**src/rtl/kernel_buffer_pkg.sv**
```systemverilog
// kernel_buffer_pkg: loader state encoding and ioInputs field offsets shared by
// kernel_buffer_loader and its testbench.
package kernel_buffer_pkg;
  typedef enum logic [1:0] {S_IDLE, S_LOAD, S_LAST} state_e;
  function automatic int data_lsb();
    return 0;
  endfunction
  function automatic int bank_lsb(input int w);
    return w;
  endfunction
  function automatic int write_bit(input int w, input int depth);
    return w + depth;
  endfunction
  function automatic int sel_bit(input int w, input int depth);
    return w + depth + 1;
  endfunction
endpackage

```
**src/rtl/kernel_beat_counter.sv**
```systemverilog
// kernel_beat_counter: bank-first write position; bank wraps into an address
// increment, address wraps modulo 2^A, both reload on load_i.
module kernel_beat_counter #(
  parameter int depth = 2,
  parameter int A = 7
) (
  input  logic             clk,
  input  logic             rst_n,
  input  logic             load_i,
  input  logic [A-1:0]     base_i,
  input  logic             adv_i,
  output logic [depth-1:0] bank_o,
  output logic [A-1:0]     addr_o
);
  logic [depth-1:0] bank_q, bank_d;
  logic [A-1:0] addr_q, addr_d;
  always_comb begin
    bank_d = load_i ? '0 : adv_i ? bank_q + 1'b1 : bank_q;
    addr_d = load_i ? base_i : (adv_i && &bank_q) ? addr_q + 1'b1 : addr_q;
  end
  always_ff @(posedge clk or negedge rst_n) begin
    if (!rst_n) begin
      bank_q <= '0;
      addr_q <= '0;
    end else begin
      bank_q <= bank_d;
      addr_q <= addr_d;
    end
  end
  assign bank_o = bank_q;
  assign addr_o = addr_q;
endmodule

```
**src/rtl/kernel_buffer_loader.sv**
```systemverilog
// kernel_buffer_loader: streams weight words into the kernel buffer IO port, bank-first.
// Optional running checksum enabled by defining KERNEL_LOADER_CHECKSUM_EN.
module kernel_buffer_loader
  import kernel_buffer_pkg::*;
#(
  parameter int depth = 2,
  parameter int A = 7,
  parameter int W = 16
) (
  input  logic                 CLK,
  input  logic                 RESETn,
  input  logic                 start,
  input  logic [A-1:0]         baseAddress,
  input  logic [A+depth-1:0]   wordCount,
  input  logic [W-1:0]         inData,
  input  logic                 inValid,
  output logic                 inReady,
  output logic [W+depth+1:0]   ioInputs,
  output logic [A-1:0]         address,
  output logic                 busy,
  output logic                 done,
  output logic [W-1:0]         checksum
);
  localparam int DL = data_lsb();
  localparam int BL = bank_lsb(W);
  localparam int WB = write_bit(W, depth);
  localparam int SB = sel_bit(W, depth);
  state_e state_q, state_d;
  logic [A+depth-1:0] rem_q, rem_d;
  logic [W+depth+1:0] io_q, io_d;
  logic [A-1:0] addr_q, addr_d, cnt_addr;
  logic [depth-1:0] cnt_bank;
  logic done_q, done_d, accept, beat;
  assign accept = state_q == S_IDLE && start;
  assign beat = state_q == S_LOAD && inValid;
  kernel_beat_counter #(.depth(depth), .A(A)) u_cnt (
    .clk   (CLK),
    .rst_n (RESETn),
    .load_i(accept),
    .base_i(baseAddress),
    .adv_i (beat),
    .bank_o(cnt_bank),
    .addr_o(cnt_addr)
  );
  always_ff @(posedge CLK or negedge RESETn) begin
    if (!RESETn) state_q <= S_IDLE;
    else state_q <= state_d;
  end
  always_comb begin
    state_d = state_q == S_IDLE ? (start ? (wordCount == '0 ? S_LAST : S_LOAD) : S_IDLE)
            : state_q == S_LOAD ? ((beat && rem_q == (A+depth)'(1)) ? S_LAST : S_LOAD)
            : S_IDLE;
  end
  always_comb begin
    inReady  = state_q == S_LOAD;
    busy     = state_q != S_IDLE;
    ioInputs = io_q;
    address  = addr_q;
    done     = done_q;
  end
  // select follows LOAD, so leaving LAST clears select and write together
  always_comb begin
    rem_d = accept ? wordCount : beat ? rem_q - 1'b1 : rem_q;
    io_d = io_q;
    io_d[SB] = state_q == S_LOAD;
    io_d[WB] = beat;
    if (beat) begin
      io_d[BL +: depth] = cnt_bank;
      io_d[DL +: W] = inData;
    end
    addr_d = beat ? cnt_addr : addr_q;
    done_d = state_q == S_LAST;
  end
  always_ff @(posedge CLK or negedge RESETn) begin
    if (!RESETn) begin
      rem_q  <= '0;
      io_q   <= '0;
      addr_q <= '0;
      done_q <= 1'b0;
    end else begin
      rem_q  <= rem_d;
      io_q   <= io_d;
      addr_q <= addr_d;
      done_q <= done_d;
    end
  end
`ifdef KERNEL_LOADER_CHECKSUM_EN
  logic [W-1:0] sum_q, sum_d;
  always_comb sum_d = accept ? '0 : beat ? sum_q + inData : sum_q;
  always_ff @(posedge CLK or negedge RESETn) begin
    if (!RESETn) sum_q <= '0;
    else sum_q <= sum_d;
  end
  assign checksum = sum_q;
`else
  assign checksum = '0;
`endif
endmodule
```
**config.mk**
```make
export PLATFORM = sky130hd
export DESIGN_NAME = kernel_buffer_loader
export DESIGN_NICKNAME = d
export VERILOG_FILES = /design/src/rtl/kernel_buffer_pkg.sv /design/src/rtl/kernel_beat_counter.sv /design/src/rtl/kernel_buffer_loader.sv
export SDC_FILE = /design/constraint.sdc
export NUM_CORES = 1
export LEC_CHECK = 0
export ABC_AREA = 0
export CAP_MARGIN = 10
export CORE_MARGIN = 5
export CORE_UTILIZATION = 48
export CTS_CLUSTER_SIZE = 24
export DETAILED_ROUTE_END_ITERATION = 12
export PLACE_DENSITY = 0.85
export SYNTH_ARGS = -nofsm -noshare
export SYNTH_HDL_FRONTEND = slang
export SYNTH_SLANG_ARGS = --single-unit
```
**constraint.sdc**
```tcl
create_clock -name CLK -period 2.2 [get_ports CLK]
set_input_delay 0.44 -clock CLK [delete_from_list [all_inputs] [get_ports CLK]]
set_output_delay 0.44 -clock CLK [all_outputs]
set_load 0.05 [all_outputs]
```
# --- Word-level counts from Yosys, hierarchy flattened ---
# Index checks and enable logic that the tools add are counted.
op_classes:
  n_addsub: 3
  eq_ne: 3
  n_mux: 11
  n_reduce_logical: 10
op_table:
  columns: ["cell", "count"]
  rows:
  - ["two-way mux 9 bit", 2]
  - ["two-way mux 2 bit", 7]
  - ["two-way mux 7 bit", 2]
  - ["== test 9 x 1 -> 1 bit (second input constant)", 1]
  - ["zero test 9 bit", 1]
  - ["subtractor 9 x 1 -> 9 bit (second input constant)", 1]
  - ["adder 7 x 1 -> 7 bit (second input constant)", 1]
  - ["nonzero test 2 bit", 3]
  - ["logical AND 1 bit", 4]
  - ["adder 2 x 1 -> 2 bit (second input constant)", 1]
  - ["== test 2 x 1 -> 1 bit (second input constant)", 1]
  - ["== test 2 bit (second input constant)", 1]
  - ["zero test 2 bit", 1]
  - ["AND reduction 2 bit", 1]
totals:
  reg_bits: 48
  inputBits: 36
  output_inout_bits: 46
  wordCells: 35

# --- Logic depth before layout (Yosys ltp) ---
depth:
  word_depth: 6
  depth_mapped: 6
  depth_no_buf: 5

# --- Modules after synthesis ---
# From an unflattened synthesis, not the netlist that was laid out.
unflattened:
  hier_cells: 248
  hier_area_um2: 2270.9
modules_own_cells:
  columns: ["mod", "instances", "cells_per_inst", "area_each_um2", "seq_area_each_um2"]
  rows:
  - ["kernel_buffer_loader", 1, 196, 1793.0, 975.9]
  - ["kernel_beat_counter", 1, 52, 478.0, 225.2]

# --- Worst setup path after synthesis ---
# OpenSTA, ideal clock, no wires.
synth_timing:
  kind: "register -> output"
  from: "reg state_q[0]"
  to: "out inReady"
  arrival_time_ps: 1259
  required_time_ps: 1760
  setup_slack_ps: 501
  path_stages_with_launch: 3
  n_path_buf: 1
  path_cell_list: "dfrtp_1 buf_2 nor2b_1"
synth_between:
  elab_chain_len: 1
synth_rtl:
  columns: ["element", "line", "source"]
  rows:
  - ["start: declaration", "kernel_buffer_loader.sv:28", "state_e state_q, state_d;"]
  - ["start signal: assignment", "kernel_buffer_loader.sv:47", "else state_q <= state_d;"]
  - ["== test 2 x 1 -> 1 bit", "kernel_buffer_loader.sv:55", "inReady = state_q == S_LOAD;"]
  - ["end: declaration", "kernel_buffer_loader.sv:17", "output logic inReady,"]
# Every way passes these cells.

# --- Final worst setup path ---
layout_timing:
  from: "reg state_q[1]"
  to: "out busy"
layout_between:
  elab_chain_len: 1
layout_rtl:
  columns: ["element", "line", "source"]
  rows:
  - ["nonzero test 2 bit", "kernel_buffer_loader.sv:56", "busy = state_q != S_IDLE;"]
  - ["end: declaration", "kernel_buffer_loader.sv:20", "output logic busy,"]
# Every way passes these cells.

==> results <==
- Yosys printed 0 warnings.
- In the global route stage, overall resource usage came out at 17.3%.
- At the pin with the least slew margin, the transition time is 593 ps.
- The number of clock buffers inserted by TritonCTS is 5.
- The largest total area in the synthesized netlist belongs to sky130_fd_sc_hd__dfrtp_1.
- The number of pins exceeding their max-slew limit in the final report came to 0.
- The worst-case IR drop observed on VDD is 840 µV.
- The post-CTS setup buffer count is 0.
- The endpoint kind of the worst setup timing path is an output pin.
- In the synthesized netlist, the cells that appear most often are 86 x sky130_fd_sc_hd__nand2_1, 48 x sky130_fd_sc_hd__dfrtp_1, 16 x sky130_fd_sc_hd__buf_4.
- The power density of the placed cells is 1360 nW/µm².
- Hold repair after CTS inserted 0 buffers.
- At the end of the flow, the number of nets in the layout was 359.
- STA puts the critical path data arrival time at 1520 ps.
- The register bit total from synthesis is 48.
- The total via count in the routed design is 1,943.
- The floorplan has 25 rows.
- Together, buffers and inverters on the worst path number 1.
- The number of antenna violations at the first check in global routing is 0.
- The critical setup path kind is flop to output pin.
- The die width is 79.5 µm.
- Dividing the detail-routed wire length by the instance count gives 14.2 µm.
- The total area of sequential cells is 1200 µm².
- The number of DRC markers in iteration 0 is 145.
- The largest net degree at the start of global routing is 49.
- In the detailed route, the total length drawn on met3 is 489 µm.
- In this run, the clock network consumes 14.7% of the power.
- The multi-input combinational cells in the finished layout cover a total of 983 µm².
- The reported net switching power is 1900 µW.
- The detailed router used layers up to and including met4.
- In this run, the combinational gates consume 49.3% of the power.
- The most common cell in the netlist is sky130_fd_sc_hd__nand2_1.
- After synthesis, the mean cell area works out to 9.20 µm².
- The final count of hold timing violations was 0.
- For this block, wires on met1 add up to 2.35 mm.
- The netlist area before placement is 2320 µm².
- The total power after layout is 4200 µW.
- Along the worst path, the maximum fanout reaches 9.
- Setup repair after global routing left no endpoint under its margin.
- Registers are responsible for 36.0% of the overall power.
- The weighted congestion reported at the end of routability-driven placement is 0.839.
- The final global-route overflow total is 0.
- The die is 79.5 µm tall.
- The number of sinks handled by clock tree synthesis is 48.
- Setup violations remaining at the end of the flow were counted as 0.
- The remaining antenna violation count after routing is 0.
- Of the total power, the share spent switching nets is 45.2%.
- The area share of the leading cell type in the synthesized netlist is 51.8%.
- The number of maximum-capacitance violations is 0.
- The synthesized instance count is 252.
- The number of global-route vias before repair is 1,881.
- In the post-synthesis netlist, the biggest area contributors are sky130_fd_sc_hd__dfrtp_1 52%, sky130_fd_sc_hd__nand2_1 14%, sky130_fd_sc_hd__buf_4 5.2%.
- The count of port buffers added during placement is 65.
- The first global-routing pass estimated 8.71 mm of wire.
- The share of async-settable or async-resettable flops after synthesis is 100%.
- The finished cells cover 3080 µm².
- The routed length on met2 is 2.36 mm.
- Cells with a size suffix above 1 make up 7.19% of the layout.
- After filler insertion, the fill cell instance count of the layout stands at 369.
- The number of gates resized after CTS was 1.
- The area enclosed by the die boundary is 6320 µm².
- The share of the cycle needed by the critical path after routing is 89.0%.
- The internal cell power is 2300 µW.
- The CTS tree is done.
- The delay contributed by the slowest stage of the critical path is 460 ps.
- Summing all placed instances gives a cell area of 2970 µm².
- The dominant delay contributor by cell family on the critical path is flip-flops.
- After clock tree synthesis, the clock-pin slew on the worst setup and hold paths is 90 ps.
- The final-layout setup total negative slack is 0 ps.
- Timing would allow up to 511 MHz.
- The flow ran to the end, and the final reports show no timing, DRC or antenna violations.
- The number of antenna diodes in the final layout is 0.
- The sequential share of the synthesized area is 51.8%.
- In this run the deepest clock path goes through 2 buffers.
- The path class of the lowest-slack min-delay path is primary input to async pin.
- The cell sitting at the root of the clock tree is a sky130_fd_sc_hd__clkbuf_8.
- The area of the core is 4690 µm².
- Clock skew on the completed layout was measured at 10.9 ps.
- The H-tree level count is 2.
- The leakage power summed over all cells is 0.00145 µW.
- The slowest library cell on the worst path is sky130_fd_sc_hd__dfrtp_1.
- The required time of the worst setup path is 1760 ps.
- The detailed-route DRC error count is 0.
- The starting density of the core is 49.4%.
- The total I/O pin count is 82.
- The critical path goes through or2_2 -> dlygate4sd2_1.
- The worst setup path is launched from a flop.
- The time the final worst path needs with I/O delays and setup is 1960 ps.
- After synthesis, the netlist uses 44 different library cells.
- The synthesis-to-finish area growth is 32.9%.
- Counting flops with a built-in enable in the synthesized netlist gives 0.
- The dominant synthesized flop cell is sky130_fd_sc_hd__dfrtp_1.
- The relative max-transition margin is 60.5%.
- The via density per instance is 5.20.
- The sum of routed wire length over all layers is 5.31 mm.
- The total half-perimeter wirelength after legalization and detailed placement is 3.76 mm.
- The length of the first detailed-routing pass in iterations is 4.
- For the worst-skew pair, the clock arrives at the later sink with an insertion delay of 300 ps.
- The core utilization of the finished layout is 65.7%.
power groups by stage:
stage | Sequential (µW) | Combinational [µW] | Clock [µW]
final | 1510 | 2070 | 618
after global routing | 1570 | 2220 | 677
after floorplan | 2090 | 822 | 0
after CTS | 1510 | 2080 | 639
after detailed placement | 1520 | 2070 | 0
after global placement | 1510 | 2030 | 0
final cells by class:
class	count	area share, %
Tap cell	54	2.19
Clock inverter	2	1.14
Clock buffer	6	2.36
Multi-Input combinational cell	186	31.9
Timing Repair Buffer	73	22.8
Sequential cell	48	39.0
Inverter	5	0.609
state kept, by name (all words and copies together) (netlist names):
| register | flops |
|---|---|
| address | 7 |
| done | 1 |
| ioInputs | 20 |
| rem_q | 9 |
| state_q | 2 |
| u_cnt.addr_o | 7 |
| u_cnt.bank_o | 2 |
logic make-up after synthesis:
| group | synth area share [%] |
|---|---|
| flip-flops | 51.8 |
| multiplexers | 1.30 |
| AO/OA/AOI/OAI | 7.93 |
| other | 0.162 |
| XOR/XNOR | 1.13 |
| adder cells (fa/ha/maj) | 2.16 |
| buffers and inverters | 8.42 |
| AND/OR/NAND/NOR | 27.1 |
cells in the final DEF (no fill, tap or decap), types with 7 or more instances in the layout:
cell / synthesis / layout
sky130_fd_sc_hd__dfrtp_1: 48 / 48
sky130_fd_sc_hd__buf_4: 16 / 9
sky130_fd_sc_hd__nand2_1: 86 / 86
sky130_fd_sc_hd__nor2_1: 10 / 10
sky130_fd_sc_hd__clkdlybuf4s50_1: 0 / 62
sky130_fd_sc_hd__conb_1: 1 / 16
sky130_fd_sc_hd__nand3_1: 7 / 7
final timing paths:
check / startpoint / endpoint / slack [ps] / cells after the start
worst max register to register: state_q[0]$_DFF_PN0_ / u_cnt.addr_o[3]$_DFFE_PN0P_ / 590 / 4
worst max-delay path: state_q[1]$_DFF_PN0_ / busy / 240 / 2
min in group CLK: ioInputs[17]$_DFFE_PN0P_ / ioInputs[17]$_DFFE_PN0P_ / 470 / 2
worst min-delay path: RESETn / ioInputs[4]$_DFFE_PN0P_ / 220 / 2
max in group asynchronous: RESETn / address[1]$_DFFE_PN0P_ / 1570 / 2
worst min register to register: ioInputs[17]$_DFFE_PN0P_ / ioInputs[17]$_DFFE_PN0P_ / 470 / 2
stage by stage:
step	worst slack, ps	hold slack, ps	std cells
5_1_grt	190	263	374
3_5_place_dp	198	462	366
4_1_cts	233	239	374
2_1_floorplan	501	144	267
6_report	241	223	374
3_3_place_gp	237	457	366
per-layer routing:
metal  vias up  GRT usage, %
met5         -             0
met4         0          7.22
met3        14          5.53
met2        91          25.5
met1       886          23.3
li1        952             -
worst register-to-register path: stages (launching register included):
cell                      delay [ps]
sky130_fd_sc_hd__dfrtp_1         380
sky130_fd_sc_hd__buf_4           170
sky130_fd_sc_hd__or3b_1          580
sky130_fd_sc_hd__mux2i_1         230
sky130_fd_sc_hd__o221a_1         200
Power figures use the tool's default switching activity.
